$ cat src/rtl/seq_det_pkg.sv
// Shared types and default sizing for the serial pattern detector.
package seq_det_pkg;

   typedef enum logic [1:0] {
      IDLE   = 2'd0,
      SHIFT  = 2'd1,
      REPORT = 2'd2
   } state_t;

   localparam int DEF_WORD_W = 8;
   localparam int DEF_PAT_W  = 3;
   localparam int DEF_CNT_W  = 4;

   // Smallest hit-count width that can hold WORD_W hits for the default word size.
   localparam int MIN_CNT_W  = $clog2(DEF_WORD_W + 1);

   function automatic int min_cnt_w(input int word_w);
      return $clog2(word_w + 1);
   endfunction

endpackage

$ cat src/rtl/seq_match_core.sv
// Bit-serial pattern matcher: prior-bit history plus fill counter, compared
// together with the incoming bit, with optional history clear on a hit.
module seq_match_core
   import seq_det_pkg::*;
#(
   parameter int PAT_W = DEF_PAT_W
) (
   input  logic             clk,
   input  logic             rst_n,
   input  logic             data_bit,
   input  logic             push,
   input  logic             clear,
   input  logic [PAT_W-1:0] pattern,
   input  logic             overlap,
   output logic             hit
);

   localparam int FILL_W = $clog2(PAT_W + 1);
   localparam logic [FILL_W-1:0] FILL_MAX = FILL_W'(PAT_W - 1);

   logic [PAT_W-1:0]  window;
   logic [FILL_W-1:0] fill_reg, fill_next;
   logic              full;
   logic              drop_history;

   // Only the PAT_W-1 previous bits are stored; the incoming bit completes the window.
   assign full         = (fill_reg >= FILL_MAX);
   assign hit          = push && full && (window == pattern);
   assign drop_history = clear || (hit && !overlap);

   generate
      if (PAT_W > 1) begin : g_hist
         logic [PAT_W-2:0] hist_reg;

         assign window = {hist_reg, data_bit};

         always_ff @(posedge clk) begin
            if (!rst_n || drop_history) begin
               hist_reg <= '0;
            end else if (push) begin
               hist_reg <= window[PAT_W-2:0];
            end
         end
      end else begin : g_no_hist
         assign window = data_bit;
      end
   endgenerate

   always_comb begin
      fill_next = fill_reg;
      if (drop_history) begin
         fill_next = '0;
      end else if (push && !full) begin
         fill_next = fill_reg + FILL_W'(1);
      end
   end

   always_ff @(posedge clk) begin
      if (!rst_n) begin
         fill_reg <= '0;
      end else begin
         fill_reg <= fill_next;
      end
   end

endmodule

$ cat src/rtl/seq_detect_ctrl.sv
// Word-level pattern-hit counter: accepts a word, shifts it MSB-first through
// seq_match_core and reports the hit count. SEQ_CTRL_HIT_MASK_EN adds m_hit_mask.
module seq_detect_ctrl
   import seq_det_pkg::*;
#(
   parameter int WORD_W = DEF_WORD_W,
   parameter int PAT_W  = DEF_PAT_W,
   parameter int CNT_W  = DEF_CNT_W
) (
   input  logic              clk,
   input  logic              rst_n,
   input  logic              s_valid,
   output logic              s_ready,
   input  logic [WORD_W-1:0] s_data,
   input  logic [PAT_W-1:0]  cfg_pattern,
   input  logic              cfg_overlap,
   output logic              m_valid,
   input  logic              m_ready,
   output logic [CNT_W-1:0]  m_count,
   output logic              busy
`ifdef SEQ_CTRL_HIT_MASK_EN
   ,
   output logic [WORD_W-1:0] m_hit_mask
`endif
);

   localparam int IDX_W = (WORD_W > 1) ? $clog2(WORD_W) : 1;
   localparam logic [CNT_W-1:0] CNT_MAX = '1;

   generate
      if (PAT_W < 1 || WORD_W < PAT_W || CNT_W < min_cnt_w(WORD_W)) begin : g_bad_params
         $error("seq_detect_ctrl: illegal WORD_W/PAT_W/CNT_W combination");
      end
   endgenerate

   state_t            state_reg, state_next;
   logic [WORD_W-1:0] data_reg;
   logic [PAT_W-1:0]  pat_reg;
   logic              ovl_reg;
   logic [IDX_W-1:0]  idx_reg;
   logic [CNT_W-1:0]  cnt_reg;
   logic              accept;
   logic              push;
   logic              hit;

   assign accept = (state_reg == IDLE) && s_valid;
   assign push   = (state_reg == SHIFT);

   always_comb begin
      state_next = state_reg;
      s_ready    = 1'b0;
      m_valid    = 1'b0;
      busy       = 1'b0;
      case (state_reg)
         IDLE: begin
            s_ready = 1'b1;
            if (s_valid) state_next = SHIFT;
         end
         SHIFT: begin
            busy = 1'b1;
            if (idx_reg == '0) state_next = REPORT;
         end
         REPORT: begin
            busy    = 1'b1;
            m_valid = 1'b1;
            if (m_ready) state_next = IDLE;
         end
         default: state_next = IDLE;
      endcase
   end

   always_ff @(posedge clk) begin
      if (!rst_n) begin
         state_reg <= IDLE;
         data_reg  <= '0;
         pat_reg   <= '0;
         ovl_reg   <= 1'b0;
         idx_reg   <= '0;
         cnt_reg   <= '0;
      end else begin
         state_reg <= state_next;
         if (accept) begin
            data_reg <= s_data;
            pat_reg  <= cfg_pattern;
            ovl_reg  <= cfg_overlap;
            idx_reg  <= IDX_W'(WORD_W - 1);
            cnt_reg  <= '0;
         end else if (push) begin
            idx_reg <= idx_reg - IDX_W'(1);
            if (hit && cnt_reg != CNT_MAX) cnt_reg <= cnt_reg + CNT_W'(1);
         end
      end
   end

   assign m_count = cnt_reg;

   seq_match_core #(
      .PAT_W (PAT_W)
   ) u_core (
      .clk      (clk),
      .rst_n    (rst_n),
      .data_bit (data_reg[idx_reg]),
      .push     (push),
      .clear    (accept),
      .pattern  (pat_reg),
      .overlap  (ovl_reg),
      .hit      (hit)
   );

`ifdef SEQ_CTRL_HIT_MASK_EN
   logic [WORD_W-1:0] mask_reg;

   always_ff @(posedge clk) begin
      if (!rst_n || accept) begin
         mask_reg <= '0;
      end else if (push && hit) begin
         mask_reg[idx_reg] <= 1'b1;
      end
   end

   assign m_hit_mask = mask_reg;
`endif

endmodule

$ cat config.mk
export PLATFORM = sky130hd
export DESIGN_NAME = seq_detect_ctrl
export DESIGN_NICKNAME = d
export VERILOG_FILES = /design/src/rtl/seq_det_pkg.sv /design/src/rtl/seq_match_core.sv /design/src/rtl/seq_detect_ctrl.sv
export SDC_FILE = /design/constraint.sdc
export NUM_CORES = 1
export LEC_CHECK = 0
export BUFFER_PORTS_ARGS = -buffer_cell sky130_fd_sc_hd__buf_2
export CAP_MARGIN = 10
export CORE_ASPECT_RATIO = 0.75
export CORE_UTILIZATION = 45
export CTS_CLUSTER_SIZE = 24
export DETAILED_ROUTE_END_ITERATION = 12
export GPL_ROUTABILITY_DRIVEN = 0
export PLACE_DENSITY_LB_ADDON = 0.12
export SETUP_SLACK_MARGIN = 0.05
export SLEW_MARGIN = 25
export SYNTH_ARGS = -nofsm -noshare
export SYNTH_HDL_FRONTEND = slang
export SYNTH_SLANG_ARGS = --single-unit
$ cat constraint.sdc
create_clock -name clk -period 3.6 [get_ports clk]
set_input_delay 0.54 -clock clk [delete_from_list [all_inputs] [get_ports clk]]
set_output_delay 0.54 -clock clk [all_outputs]
set_load 0.05 [all_outputs]
---- Yosys cells after proc, flatten, opt, wreduce, memory -nomap -nowiden ----
Index checks and enable logic that the tools add are counted.
storage, ports and cells
  register bits after elaboration ......... 25
  bits in latches ......................... 0
  memory bits (writable) .................. 0
  ROM bits ................................ 0
  input bits .............................. 16
  output and inout port bits .............. 7
  word-level logic and storage cells ...... 51
  memories ................................ 0
operators by class
  $add $sub $neg .......................... 3
  multipliers ............................. 0
  div/mod/pow operators ................... 0
  order comparisons ....................... 2
  equal/unequal tests ..................... 7
  shift-type cells ........................ 0
  mux-type cells .......................... 11
  bitwise gates (word level) .............. 1
  reduce and logical (&&, ||, !) cells .... 19
operators by type and width
  operator               number
  $logic_and A1 B1 Y1    6
  $mux W2                3
  $mux W3                2
  $ne A2 B2 Y1 const B   3
  $pmux W2 S3            1
  $reduce_or A2 Y1       3
  $add A4 B1 Y4 const B  1
  $lt A3 B4 Y1 const B   1
  $mux W1                4
  $ne A4 B4 Y1 const B   1
  $bmux W1 S3            1
  $eq A3 B3 Y1           1
  $logic_not A1 Y1       3
  $logic_not A3 Y1       1
  $reduce_and A3 Y1      1
  $sub A3 B1 Y3 const B  1
  $add A2 B1 Y2 const B  1
  $eq A2 B1 Y1 const B   1
  $eq A2 B2 Y1 const B   1
  $ge A2 B2 Y1 const B   1
  $logic_not A2 Y1       1
  $logic_or A1 B1 Y1     2
  $reduce_and A2 Y1      1
  $reduce_bool A2 Y1     1
  $not A1 Y1             1

---- Longest topological paths before layout ----
  depth after elaboration ................. 7
  gate-level depth with buffers ........... 7
  gate-level depth less buffers ........... 7

---- Modules after synthesis ----
A second synthesis with hierarchy kept.
unflattened totals
  cell total of the unflattened synthesis .. 135
  area total of the unflattened synthesis .. 1265.0 um2
by module, submodules not included
  module           instances  cells an instance  area an instance (um2)  sequential area each (um2)
  seq_detect_ctrl  1          112                998.5                   420.4
  seq_match_core   1          23                 266.5                   80.1

---- Worst setup path after synthesis ----
OpenSTA, ideal clock, no wires.
  path kind ............................... register to register
  from .................................... register idx_reg[0]
  to ...................................... register cnt_reg[2], in the netlist m_count[2]
  setup time .............................. 0.118 ns
  arrival time ............................ 1.906 ns
  data required time ...................... 3.482 ns
  slack ................................... 1.577 ns
  cell stages (with the launch flop) ...... 6
  path buffers ............................ 0
  period minus slack after synthesis ...... 2.023 ns
  path through ............................ dfxtp_1 -> mux4_1 -> mux2i_4 -> xnor2_2 -> or4_1 -> o2111a_1
on the way
  longest elaborated chain between the ends .. 6
ends and longest elaborated chain
  element                        line                    RTL
  from (decl)                    seq_detect_ctrl.sv:40   logic [IDX_W-1:0] idx_reg;
  from (signal assigned)         seq_detect_ctrl.sv:86   idx_reg <= IDX_W'(WORD_W - 1);
  from (signal assigned)         seq_detect_ctrl.sv:89   idx_reg <= idx_reg - IDX_W'(1);
  $bmux W1 S3                    seq_detect_ctrl.sv:102  .data_bit (data_reg[idx_reg]),
  $mux W1 (not written as such)  seq_detect_ctrl.sv:102
  $eq A3 B3 Y1                   seq_match_core.sv:28    assign hit = push && full && (window == pattern);
  $logic_and A1 B1 Y1            seq_match_core.sv:28
  $logic_and A1 B1 Y1            seq_detect_ctrl.sv:90   if (hit && cnt_reg != CNT_MAX) cnt_reg <= cnt_reg + CNT_W'(1);
  $reduce_and A2 Y1 (no line)    --
  to (signal assigned)           seq_detect_ctrl.sv:90
  to (decl)                      seq_detect_ctrl.sv:41   logic [CNT_W-1:0] cnt_reg;
No other way between the ends. The select of a mux whose other input is x is not followed.
A chain may end at the register's enable or synchronous reset.

---- Worst setup path in the final report ----
Ends and elaborated chain as after synthesis.

==> flow_summary.toml <==
[grt]
antenna_found_initial = 0
pin_count_of_the_biggest_net_entering_global_routing = 22
grt_pass1_vias = 858
overflow = 0
grt_pass1_wl_um = 3770
grt_util_all_layers = 0.168

[floorplanning]
initial_utilization = 0.474
fp-row-count = 16
placeableCoreArea_um2 = 2620
die_area_um2 = 2980
die_w_um = 62.7
die_height_um = 47.5
boundaryPins = 23

[sta]
timing.hold.ws_ps = 468
timing.fmax_mhz = 471
period_share = 0.590
max_slew_margin = 0.591
max_slew.worst_pin.slew_ps = 611
final-max-slew-violation-count = 0
clock-skew-final_ps = 6.18
rsz0062_at_grt = "no"
post-route-min-period_ps = 2120
report.final.hold_viol_count = 0
timing.final.setup_violations = 0
setup_total_negative_slack_ps = 0

[yosys]
syn_area_um2 = 1240
synth_warnings = 0
yosys_most_used_dff = "sky130_fd_sc_hd__dfxtp_1"
synth_edf_count = 0
syn_avg_cell_area_um2 = 9.00
synthDistinctLibCells = 29
synth.net_count = 162
netlist_instances = 138
asyncSetResetFlopFracSynth = 0
postSynthRegisterBits = 25
seq_area_frac_synth = 0.403

[final_layout]
instances_no_fill = 195
fin_nets = 184
largest_register_ffs = 8
antennaDiodeCount = 0
final_core_utilization = 0.543
drive_gt1_frac = 0.182
flow.area_growth_from_synthesis_pct = 14.7

[worst_setup_path]
timing.critical_path.to_type = "flip-flop"
timing.critical_path.fanout_max = 8
setup.worst_path.end = "m_count[2]"
startpoint = "idx_reg[0]"
crit_arrival_ps = 2280
reg2reg_from = "idx_reg[0]"
cp_cell_sequence = "mux4_1 > mux2i_4 > xnor2_2 > or4_1 > o2111a_1"
cpPeakStageDelay_ps = 620
timing.setup.critical_path_class = "reg2reg"
r2r_cells = 5
critical_path.n_buffers_inverters = 0
regToRegSetupSlack_ps = 1480
worst_endpoint_required_time_ps = 3760
endpoint_of_the_worst_register_to_register_path = "m_count[2]"
worst_setup_path_start_kind = "flip-flop"
cp_slowest_cell = "sky130_fd_sc_hd__mux4_1"
critical_path.top_delay_family = "multiplexers"
cp.depth = 5

[clock_tree]
clock_latency_ps = 260
cts.sinks = 25
clockBufferDepth = 2
cts_hold_repair.buffers = 0
cts_post_setup_buffers_inserted = 0
ctsHtreeMaxLevel = 1
clk_pin_slew_ps = 80
post_cts_resized = 0
num_cts_buffers = 3
clock_tree.root_cell = "sky130_fd_sc_hd__clkbuf_8"
cts_tree = "built"

[route]
wl_met2_um = 1000
via_per_inst = 4.94
detailroute.wirelength.met3_um = 74
firstDrtPassIters = 4
dr.max_layer_used = "met3"
wl_per_cell_um = 11.8
totalWireLength_um = 2310
detail_route.wirelength.met1_um = 1230
post-route-drc-count = 0
final_ant_viol_nets = 0
detail_route.iter0.violations = 20
route.vias.total = 964

[hold_path]
hp-class = "reg2reg"
min_delay_path_depth = 2

[power]
power.leakage_nw = 0.581
cellPowerDensity_nw_per_um2 = 679
vdd.ir_drop.worst_mv = 0.263

[flow_run]
drv_cap = 0

[placed_design]
number_of_instances_in_the_placed_design = 191
io_buffers = 22
dp_hpwl_um = 1730

[run_status]
run_status = "finished, final reports clean"
## metal layers
metal / vias to the layer above / GRT usage
li1: 515 / -
met1: 430 / 0.220
met2: 19 / 0.280
met3: 0 / 0.0452
met4: 0 / 0.0465
met5: - / 0
## placed cells by master, fill, tap and decap left out, drive strengths merged, types with 3 or more instances in the layout
cell type and instances:
clkbuf 3, inv 8, nor3 5, nand2 30, nand3 3, dfxtp 25
mux2i 3, a21boi 15, ha 8, nor2 7, buf 22, xnor2 5
a21oi 4
## how the worst min path moves through the flow
stage / from / endpoint / slack [ps]
6_report: data_reg[1] / data_reg[1] / 470
5_1_grt: data_reg[1] / data_reg[1] / 490
4_1_cts: data_reg[1] / data_reg[1] / 470
3_5_place_dp: data_reg[1] / data_reg[1] / 460
3_3_place_gp: data_reg[6] / data_reg[6] / 460
2_1_floorplan: data_reg[1] / data_reg[1] / 440
## power breakdown
group          leakage (nW)  internal (mW)  switching, mW  total, mW
combinational         0.351          0.157          0.268      0.425
sequential            0.205          0.333         0.0486      0.381
clock                0.0255         0.0772         0.0841      0.161
total                 0.581          0.567          0.401      0.968
## stage by stage
step / area, um2 / setup slack, ps / total power, mW
4_1_cts: 1430 / 1470 / 0.976
3_5_place_dp: 1380 / 1490 / 0.813
6_report: 1430 / 1480 / 0.968
3_3_place_gp: 1380 / 1530 / 0.798
5_1_grt: 1430 / 1310 / 1.04
2_1_floorplan: 1240 / 1580 / 0.733
## tightest hold or removal path, cell delays in order, from the launching register on
cell,delay [ps]
sky130_fd_sc_hd__dfxtp_1,320
sky130_fd_sc_hd__nand2_1,50
sky130_fd_sc_hd__a21boi_0,60
## cells by family after synthesis
family | after synthesis | share of synthesized area
compound gates | 27 | 0.160
flops | 25 | 0.403
buf+inv | 13 | 0.0393
mux | 5 | 0.0765
xor+xnor | 6 | 0.0483
fa+ha+maj | 8 | 0.0806
simple gates | 54 | 0.192
## cells in the mapped netlist, drive strengths merged, types with 2 or more instances
| cell type | count | share of area |
|---|---|---|
| inv | 8 | 0.024 |
| nor3 | 5 | 0.020 |
| o41ai | 2 | 0.014 |
| xnor2 | 5 | 0.041 |
| a21boi | 15 | 0.091 |
| nor2b | 2 | 0.010 |
| nor2 | 7 | 0.021 |
| dfxtp | 25 | 0.40 |
| nand2b | 2 | 0.010 |
| nand2 | 30 | 0.091 |
| a21oi | 4 | 0.016 |
| clkbuf | 5 | 0.015 |
| mux4 | 2 | 0.042 |
| or4 | 2 | 0.012 |
| mux2i | 3 | 0.034 |
| o21ai | 2 | 0.0080 |
| nand3 | 3 | 0.012 |
| ha | 8 | 0.081 |
## cell type report
type / instances / area (um2)
inverters: 8 / 30.0
multi-input cells: 100 / 693
repair buffers: 22 / 110
clock buffers: 3 / 41.3
fillers: 248 / 1200
well taps: 36 / 45.0
clock inverters: 1 / 5.00
flip-flops and latches: 25 / 500
(Power assumes the default switching activity.)
